==> config.mk <==
export PLATFORM = sky130hd
export DESIGN_NAME = branch_target_buffer
export DESIGN_NICKNAME = d
export VERILOG_FILES = /design/src/rtl/branch_target_buffer_pkg.sv /design/src/rtl/btb_victim_select.sv /design/src/rtl/branch_target_buffer.sv
export SDC_FILE = /design/constraint.sdc
export NUM_CORES = 2
export LEC_CHECK = 0
export ABC_AREA = 1
export CORE_ASPECT_RATIO = 1.1
export CORE_MARGIN = 3
export CORE_UTILIZATION = 40
export DETAILED_ROUTE_END_ITERATION = 12
export SYNTH_ARGS = -nofsm -noshare
export SYNTH_HDL_FRONTEND = slang
export SYNTH_HIERARCHICAL = 1
export SYNTH_SLANG_ARGS = --single-unit
==> constraint.sdc <==
create_clock -name clk -period 8.1 [get_ports clk]
set_input_delay 2.43 -clock clk [delete_from_list [all_inputs] [get_ports clk]]
set_output_delay 2.43 -clock clk [all_outputs]
set_load 0.05 [all_outputs]
==> src/rtl/branch_target_buffer_pkg.sv <==
// Shared constants for the branch target buffer: PC width, tag slice and direction encoding.
package branch_target_buffer_pkg;

   localparam int PC_W   = 32;
   localparam int TAG_HI = 31;
   localparam int TAG_LO = 2;
   localparam int TAG_W  = TAG_HI - TAG_LO + 1;

   localparam logic DIR_NOT_TAKEN = 1'b1;
   localparam logic DIR_TAKEN     = 1'b0;

   typedef logic [PC_W-1:0]  pc_t;
   typedef logic [TAG_W-1:0] tag_t;

   function automatic logic dir_of(input logic taken);
      return taken ? DIR_TAKEN : DIR_NOT_TAKEN;
   endfunction

endpackage

==> src/rtl/btb_victim_select.sv <==
// Allocation victim: lowest-index invalid line, or the round-robin pointer once every line is valid.
module btb_victim_select #(
   parameter int WIDTH    = 4,
   parameter int LINE_NUM = 16
) (
   input  logic [LINE_NUM-1:0] valid,
   input  logic [WIDTH-1:0]    rr_ptr,
   output logic [WIDTH-1:0]    victim,
   output logic                all_valid
);

   // NOTE: every output of an always_comb gets a default first, otherwise a latch is inferred.
   always_comb begin
      victim    = rr_ptr;
      all_valid = &valid;
      // Walk downward so the lowest invalid index is the last one written.
      for (int i = LINE_NUM - 1; i >= 0; i--) begin
         if (!valid[i]) victim = WIDTH'(i);
      end
   end

endmodule

==> src/rtl/branch_target_buffer.sv <==
// Fully associative branch target buffer driving branch_state_machine allocate/train commands.
// Optional BTB_FLUSH_EN adds a flush port that invalidates every line.
module branch_target_buffer
   import branch_target_buffer_pkg::*;
#(
   parameter int WIDTH    = 4,
   parameter int LINE_NUM = 16
) (
   input  logic             clk,
   input  logic             reset,
   input  logic [PC_W-1:0]  request_pc,
   input  logic             request_state,
   output logic [WIDTH-1:0] request_line_index,
   output logic             request_miss,
   output logic [PC_W-1:0]  predict_pc,
   input  logic             update_en,
   input  logic [PC_W-1:0]  update_pc,
   input  logic [PC_W-1:0]  update_target,
   input  logic             update_taken,
   output logic             replace_en,
   output logic [WIDTH-1:0] replace_line_index,
   output logic             static_branch_predict,
   output logic             fresh_en,
   output logic [WIDTH-1:0] fresh_line_index,
   output logic             dynamic_branch_predict
`ifdef BTB_FLUSH_EN
   ,
   input  logic             flush
`endif
);

   logic [LINE_NUM-1:0] valid;
   tag_t                tag_mem    [LINE_NUM];
   pc_t                 target_mem [LINE_NUM];

   logic [LINE_NUM-1:0] req_match, upd_match;
   logic [WIDTH-1:0]    req_idx, upd_idx, victim, rr_ptr, wr_idx;
   pc_t                 req_target;
   logic                req_hit, upd_hit, all_valid, write_go;
   logic                unused_pc_bits;

   assign unused_pc_bits = ^update_pc[TAG_LO-1:0];

   // Tags are unique, so a one-hot OR recovers the matching index and target.
   always_comb begin
      req_match  = '0;
      upd_match  = '0;
      req_idx    = '0;
      upd_idx    = '0;
      req_target = '0;
      for (int i = 0; i < LINE_NUM; i++) begin
         req_match[i] = valid[i] && (tag_mem[i] == request_pc[TAG_HI:TAG_LO]);
         upd_match[i] = valid[i] && (tag_mem[i] == update_pc[TAG_HI:TAG_LO]);
         if (req_match[i]) begin
            req_idx    |= WIDTH'(i);
            req_target |= target_mem[i];
         end
         if (upd_match[i]) upd_idx |= WIDTH'(i);
      end
   end

   assign req_hit            = |req_match;
   assign upd_hit            = |upd_match;
   assign request_miss       = ~req_hit;
   assign request_line_index = req_idx;
   assign predict_pc         = (req_hit && request_state) ? req_target : request_pc + 32'd4;

   btb_victim_select #(
      .WIDTH    (WIDTH),
      .LINE_NUM (LINE_NUM)
   ) u_victim_select (
      .valid     (valid),
      .rr_ptr    (rr_ptr),
      .victim    (victim),
      .all_valid (all_valid)
   );

   assign wr_idx = upd_hit ? upd_idx : victim;

`ifdef BTB_FLUSH_EN
   assign write_go = update_en && !flush;
`else
   assign write_go = update_en;
`endif

   // NOTE: tag/target are qualified by valid, so they are plain RAM with no reset term.
   always_ff @(posedge clk) begin
      if (write_go && !reset) begin
         tag_mem[wr_idx]    <= update_pc[TAG_HI:TAG_LO];
         target_mem[wr_idx] <= update_target;
      end
   end

   // NOTE: state registers use non-blocking assignments so every read sees pre-edge values.
   always_ff @(posedge clk) begin
      if (reset) begin
         valid                  <= '0;
         rr_ptr                 <= '0;
         replace_en             <= 1'b0;
         fresh_en               <= 1'b0;
         replace_line_index     <= '0;
         fresh_line_index       <= '0;
         static_branch_predict  <= 1'b0;
         dynamic_branch_predict <= 1'b0;
      end
`ifdef BTB_FLUSH_EN
      else if (flush) begin
         valid      <= '0;
         rr_ptr     <= '0;
         replace_en <= 1'b0;
         fresh_en   <= 1'b0;
      end
`endif
      else begin
         replace_en <= 1'b0;
         fresh_en   <= 1'b0;
         if (update_en) begin
            if (upd_hit) begin
               fresh_en               <= 1'b1;
               fresh_line_index       <= upd_idx;
               dynamic_branch_predict <= dir_of(update_taken);
            end else begin
               valid[victim]         <= 1'b1;
               replace_en            <= 1'b1;
               replace_line_index    <= victim;
               static_branch_predict <= dir_of(update_taken);
               if (all_valid) rr_ptr <= rr_ptr + 1'b1;
            end
         end
      end
   end

endmodule

# Word level (Yosys, flattened, before mapping)
# Memories as Yosys holds them, arrays and structs flattened.
# Cells that the tools add are included.
# word_totals
ff_bits	32
latchBits	0
ram_bits	992
mem_bits_ro	0
in_bits	101
out_inout_bits	49
word_cells	178
n_memories	2
# classes
n_addsub	2
multipliers	0
n_div	0
order_cmp	2
eq_ne	32
shifts	0
muxes	71
bitwise_logic	19
n_reduce_logical	42
# memory_table
name	depth	word_bits	read_ports	rd_clocked_by_memory_dff	write_ports	line	rtl
target_mem	16	32	16	0	1	branch_target_buffer.sv:34	pc_t target_mem [LINE_NUM];
tag_mem	16	30	16	0	1	branch_target_buffer.sv:33	tag_t tag_mem [LINE_NUM];
# ops
operator	count
equality test 30 bit	32
2-to-1 mux 32 bit	17
bitwise OR 32 bit	15
2-to-1 mux 4 bit	33
logical AND 1 bit	35
adder 32 x 3 -> 32 bit, second input constant	1
OR reduction 16 bit	2
2-to-1 mux 3 bit	8
AND reduction 18 bit	1
bitwise OR 16 bit	1
2-to-1 mux 1 bit	8
2-to-1 mux 2 bit	4
less-than comparator 4 x 5 -> 1 bit, second input constant	1
adder 4 x 1 -> 4 bit, second input constant	1
demux 1 bit (select 4 bit)	1
greater-or-equal comparator 4 x 1 -> 1 bit, second input constant	1
AND reduction 2 bit	2
NOT 1 bit	3
OR reduction 2 bit	1
logical NOT 1 bit	1

# Longest topological paths before layout
# An unclocked memory read counts as a cell.
# depth
ltp_word	35
ltp_mapped	21
ltp_nobuf	21

# By module
# Netlist, hierarchy kept.
# modules_own_cells
mod	n_inst	cells_each	area_per_inst_um2	seq_area_each_um2
branch_target_buffer	1	5751	51514.4	30429.2
btb_victim_select	1	42	178.9	0.0

# Least setup slack after synthesis
# No wires, ideal clock.
# synth_path
path_type	in2out
from	input request_pc[5]
to	output predict_pc[10]
arrival_time_ns	5.216
t_required_ns	5.670
slack_ns	0.454
stages	16
path_buffers	3
cell_sequence	buf_4 > inv_2 > buf_4 > o22ai_1 > nor2_1 > and2_1 > nand3_1 > inv_1 > nand2_1 > nand2_1 > nor2_1 > nand2_1 > nor2_4 > nor2_8 > buf_6 > o21ai_1
# synth_via
elab_chain_len	34
word_cells_on_any_way	67
classes_between	1 x add/sub; 16 x eq/ne; 17 x mux; 15 x bitwise; 18 x reduce/logical
# synth_lines
element	line	rtl
from (decl)	branch_target_buffer.sv:11	input logic [PC_W-1:0] request_pc,
equality test 30 bit	branch_target_buffer.sv:52	req_match[i] = valid[i] && (tag_mem[i] == request_pc[TAG_HI:TAG_LO]);
logical AND 1 bit	branch_target_buffer.sv:52	
2-to-1 mux 32 bit	branch_target_buffer.sv:54	if (req_match[i]) begin
bitwise OR 32 bit	branch_target_buffer.sv:56	req_target |= target_mem[i];
2-to-1 mux 32 bit	branch_target_buffer.sv:54	
bitwise OR 32 bit	branch_target_buffer.sv:56	
2-to-1 mux 32 bit	branch_target_buffer.sv:54	
bitwise OR 32 bit	branch_target_buffer.sv:56	
(+18 left out)	n/a	
2-to-1 mux 32 bit	branch_target_buffer.sv:54	
bitwise OR 32 bit	branch_target_buffer.sv:56	
2-to-1 mux 32 bit	branch_target_buffer.sv:54	
bitwise OR 32 bit	branch_target_buffer.sv:56	
2-to-1 mux 32 bit	branch_target_buffer.sv:54	
bitwise OR 32 bit	branch_target_buffer.sv:56	
2-to-1 mux 32 bit	branch_target_buffer.sv:54	
2-to-1 mux 32 bit (*)	branch_target_buffer.sv:66	assign predict_pc = (req_hit && request_state) ? req_target : request_pc + 32'd4;
to (decl)	branch_target_buffer.sv:15	output logic [PC_W-1:0] predict_pc,
# Mark *: on every way between the ends. The rest lies on a longest branch, timed or not.

# Worst setup path after layout
# layout_path
from	input request_pc[7]
to	output predict_pc[10]
# Same word-level chain as after synthesis.

==> reports/results.ini <==
[final_layout]
layout_common_cells = nand2_1 (2199), edfxtp_1 (992), nor2_1 (730)
fillers = 12100
multi_input_area_sq_um = 18100
num-nets-final = 6304
drive_gt1_frac = 0.112
regArea_sq_um = 30400
post-route-util = 0.488
final_common_cell = nand2_1
synthToLayoutAreaGrowth_pct = 20.4
post-route-cell-area_sq_um = 62200

[setup_path]
endpoint_kind = output pin
path_max_fanout = 18
slowest_stage = clkdlybuf4s50_1
r2r_slack_ps = 3320
cp.arrival_ps = 5600
worstSetupPathType = input port to output pin
cp.buffers_inverters = 8
cp-start-kind = input port
max_stage_delay_ps = 510
reg2reg_depth = 17
worstReg2RegStart = tag_mem[4][20]
crit_chain = clkdlybuf4s50_1, buf_12, inv_4, buf_12, nand2_1, nand4_1, nor3_1, nand3_1, nor2_4, inv_1, nand2_1, nor2_1, nand2_1, nor2_4, nor2_8, buf_12, nand2_1, o21ai_2, buf_4, buf_12
required_ps = 5670
reg2reg_to = target_mem[6][23]
path_delay_family = buffers and inverters

[clock_network]
clockRootBuffer = clkbuf_16
clockBufferDepth = 3
clk_pin_slew_ps = 50
clock_latency_ps = 780
hold_buffers = 0
tritoncts = done
clock-sinks = 1024
ctsHtreeMaxLevel = 3
cts_made_buffers = 113

[timing]
fin_skew_ps = 51.4
hold_viol = 0
drv_slew = 0
tightestPinTransition_ps = 1350
holdWs_ps = 449
fmax_mhz = 125
slew-limit-headroom = 0.0936
finalCritPeriodShare = 0.991
period_needed_ps = 8030
setup-violations-final = 0

[pwr]
combinationalPowerShare = 0.097
power_density_nw_per_um2 = 199
switchingPower_mw = 3.14
leakagePower_nw = 24.9
pwr-share-clk = 0.430
ir_drop_mv = 0.188
sw_frac_of_total = 0.253
intPower_mw = 9.26
seqPwrFrac = 0.473

[drt]
first_pass_iters = 6
drt_iter0_drc = 6399
drc = 0
viasPerCell = 5.73
wirelength_mm = 246
drt.antenna.violating_nets = 0
routedWlPerCell_um = 30.9
dr_total_vias = 45600

[placed_design]
io_buffer_count = 147
post_dp_cell_area_sq_um = 58200
routabilityCongestion = 1.07
hpwlAfterDp_mm = 166

[logic_synthesis]
synthesis.nets = 5896
ys_ff_latch = 1024
syn_inst = 5793
synth-seq-area-share = 0.589
yosys_warnings = 6
synth_top_flop_cell = edfxtp_1
async_reset_ff_frac = 0
synth-edff-count = 992
synth_cell_types = 46
avgSynthCellArea_sq_um = 8.92
synth.cell_area_sq_um = 51700

[worst_hold_path]
hp-start = static_branch_predict
holdPathEnd = static_branch_predict
hold_path_class = flop to flop
hold_depth = 2

[floorplan]
dieWidth_um = 349
die-height_um = 383
core.rowCount = 137
dieArea_sq_um = 134000
initial_core_util = 0.405
ioPinCount = 150
design.core.area_sq_um = 128000

[global_route]
grt_max_degree = 63
grt_pass1_wl_mm = 334
grt.overflow.total = 0
antenna_found_initial = 12
grt_use_total = 0.362
grt_pass1_vias = 42600

[status]
status = finished clean

[run]
cap_violations = 0

-- per-layer routing --
metal | GRT usage | wire length, um | up-vias
li1 | - | - | 19800
met1 | 0.447 | 89300 | 21900
met2 | 0.559 | 108000 | 3094
met3 | 0.0733 | 26100 | 875
met4 | 0.273 | 22300 | 10
met5 | 0 | 68 | -
-- cell type report --
| class | instances | share of cell area |
|---|---|---|
| inverters | 572 | 0.0348 |
| well taps | 1668 | 0.0335 |
| clock buffers | 146 | 0.0482 |
| flip-flops and latches | 1024 | 0.489 |
| clock inverters | 62 | 0.0123 |
| multi-input cells | 3974 | 0.291 |
| repair buffers | 516 | 0.0915 |
| diodes | 3 | 0.000121 |
-- kinds of logic (layout without fill, tap and decap cells) --
family | count (synthesis) | after routing | share of synthesized area
compound gates | 451 | 451 | 0.0499
buf+inv | 795 | 1296 | 0.0666
xor+xnor | 251 | 251 | 0.0425
simple gates | 3270 | 3270 | 0.252
fa+ha+maj | 2 | 2 | 0.000484
flops | 1024 | 1024 | 0.589
other cells | 0 | 3 | 0
-- worst max-delay path by stage --
| stage | depth (start not counted) | to | slack, ps | startpoint |
|---|---|---|---|---|
| after floorplan | 16 | predict_pc[10] | 450 | request_pc[5] |
| after global placement | 18 | predict_pc[10] | -250 | request_pc[2] |
| after detailed placement | 18 | predict_pc[10] | -240 | request_pc[2] |
| after CTS | 19 | predict_pc[11] | 30 | request_pc[2] |
| after global routing | 23 | predict_pc[10] | -20 | request_pc[28] |
| final | 20 | predict_pc[10] | 70 | request_pc[7] |
-- power by group through the flow --
stage / registers, mW / logic (mW) / clock network, mW
floorplan: 5.98 / 0.472 / 0
global placement: 5.98 / 1.14 / 0
detailed placement: 5.98 / 1.14 / 0
CTS: 5.87 / 1.14 / 5.35
global route: 5.87 / 1.22 / 5.56
finish: 5.87 / 1.20 / 5.33
-- sequential cells by signal, indices dropped and copies added, names as in the netlist --
name / flops
static_branch_predict: 1
replace_en: 1
fresh_en: 1
fresh_line_index: 4
tag_mem: 480
valid: 16
dynamic_branch_predict: 1
replace_line_index: 4
target_mem: 512
rr_ptr: 4
-- stage by stage --
stage / setup TNS [ps] / instances / setup WS [ps] / power (mW)
finish: 0 / 7965 / 69.8 / 12.4
global route: -78.8 / 7962 / -23.6 / 12.7
CTS: 0 / 7950 / 27.9 / 12.4
detailed placement: -3340 / 7742 / -243 / 7.12
global placement: -3580 / 7742 / -248 / 7.12
floorplan: 0 / 5793 / 454 / 6.45
-- cells in the mapped netlist, types with 3 or more instances --
master	n	area [sq um]
buf_2	126	631
nand3b_1	3	22.5
nor2_2	10	62.6
nand2_1	2201	8260
dfxtp_1	32	641
buf_6	11	124
nand2_2	7	43.8
clkinv_1	4	15.0
nand3_1	78	390
o21ai_1	28	140
inv_2	37	139
clkbuf_1	30	113
buf_4	56	420
and2_1	4	25.0
o21ai_0	129	646
or2_2	5	31.3
inv_1	528	1980
nand4_1	161	1010
nor2_1	756	2840
xnor2_1	171	1500
nor3_1	20	100
o22ai_1	245	1530
xor2_1	80	701
a21oi_1	43	215
nor4_1	3	18.8
nor2_4	7	78.8
and2_0	4	25.0
edfxtp_1	992	29800
-- what timing repair did --
action	in CTS	in global routing
resized for setup	11	25
pin swaps	0	4
setup endpoints to repair	32	29
setup buffers	0	12
-- worst reg2reg max path, delay by kind of cell (launching register included) --
family,cells,cell delay [ps]
XOR/XNOR,1,190
buffers and inverters,3,590
flip-flops,1,420
AND/OR/NAND/NOR,13,3280
Power figures use the tool's default switching activity.
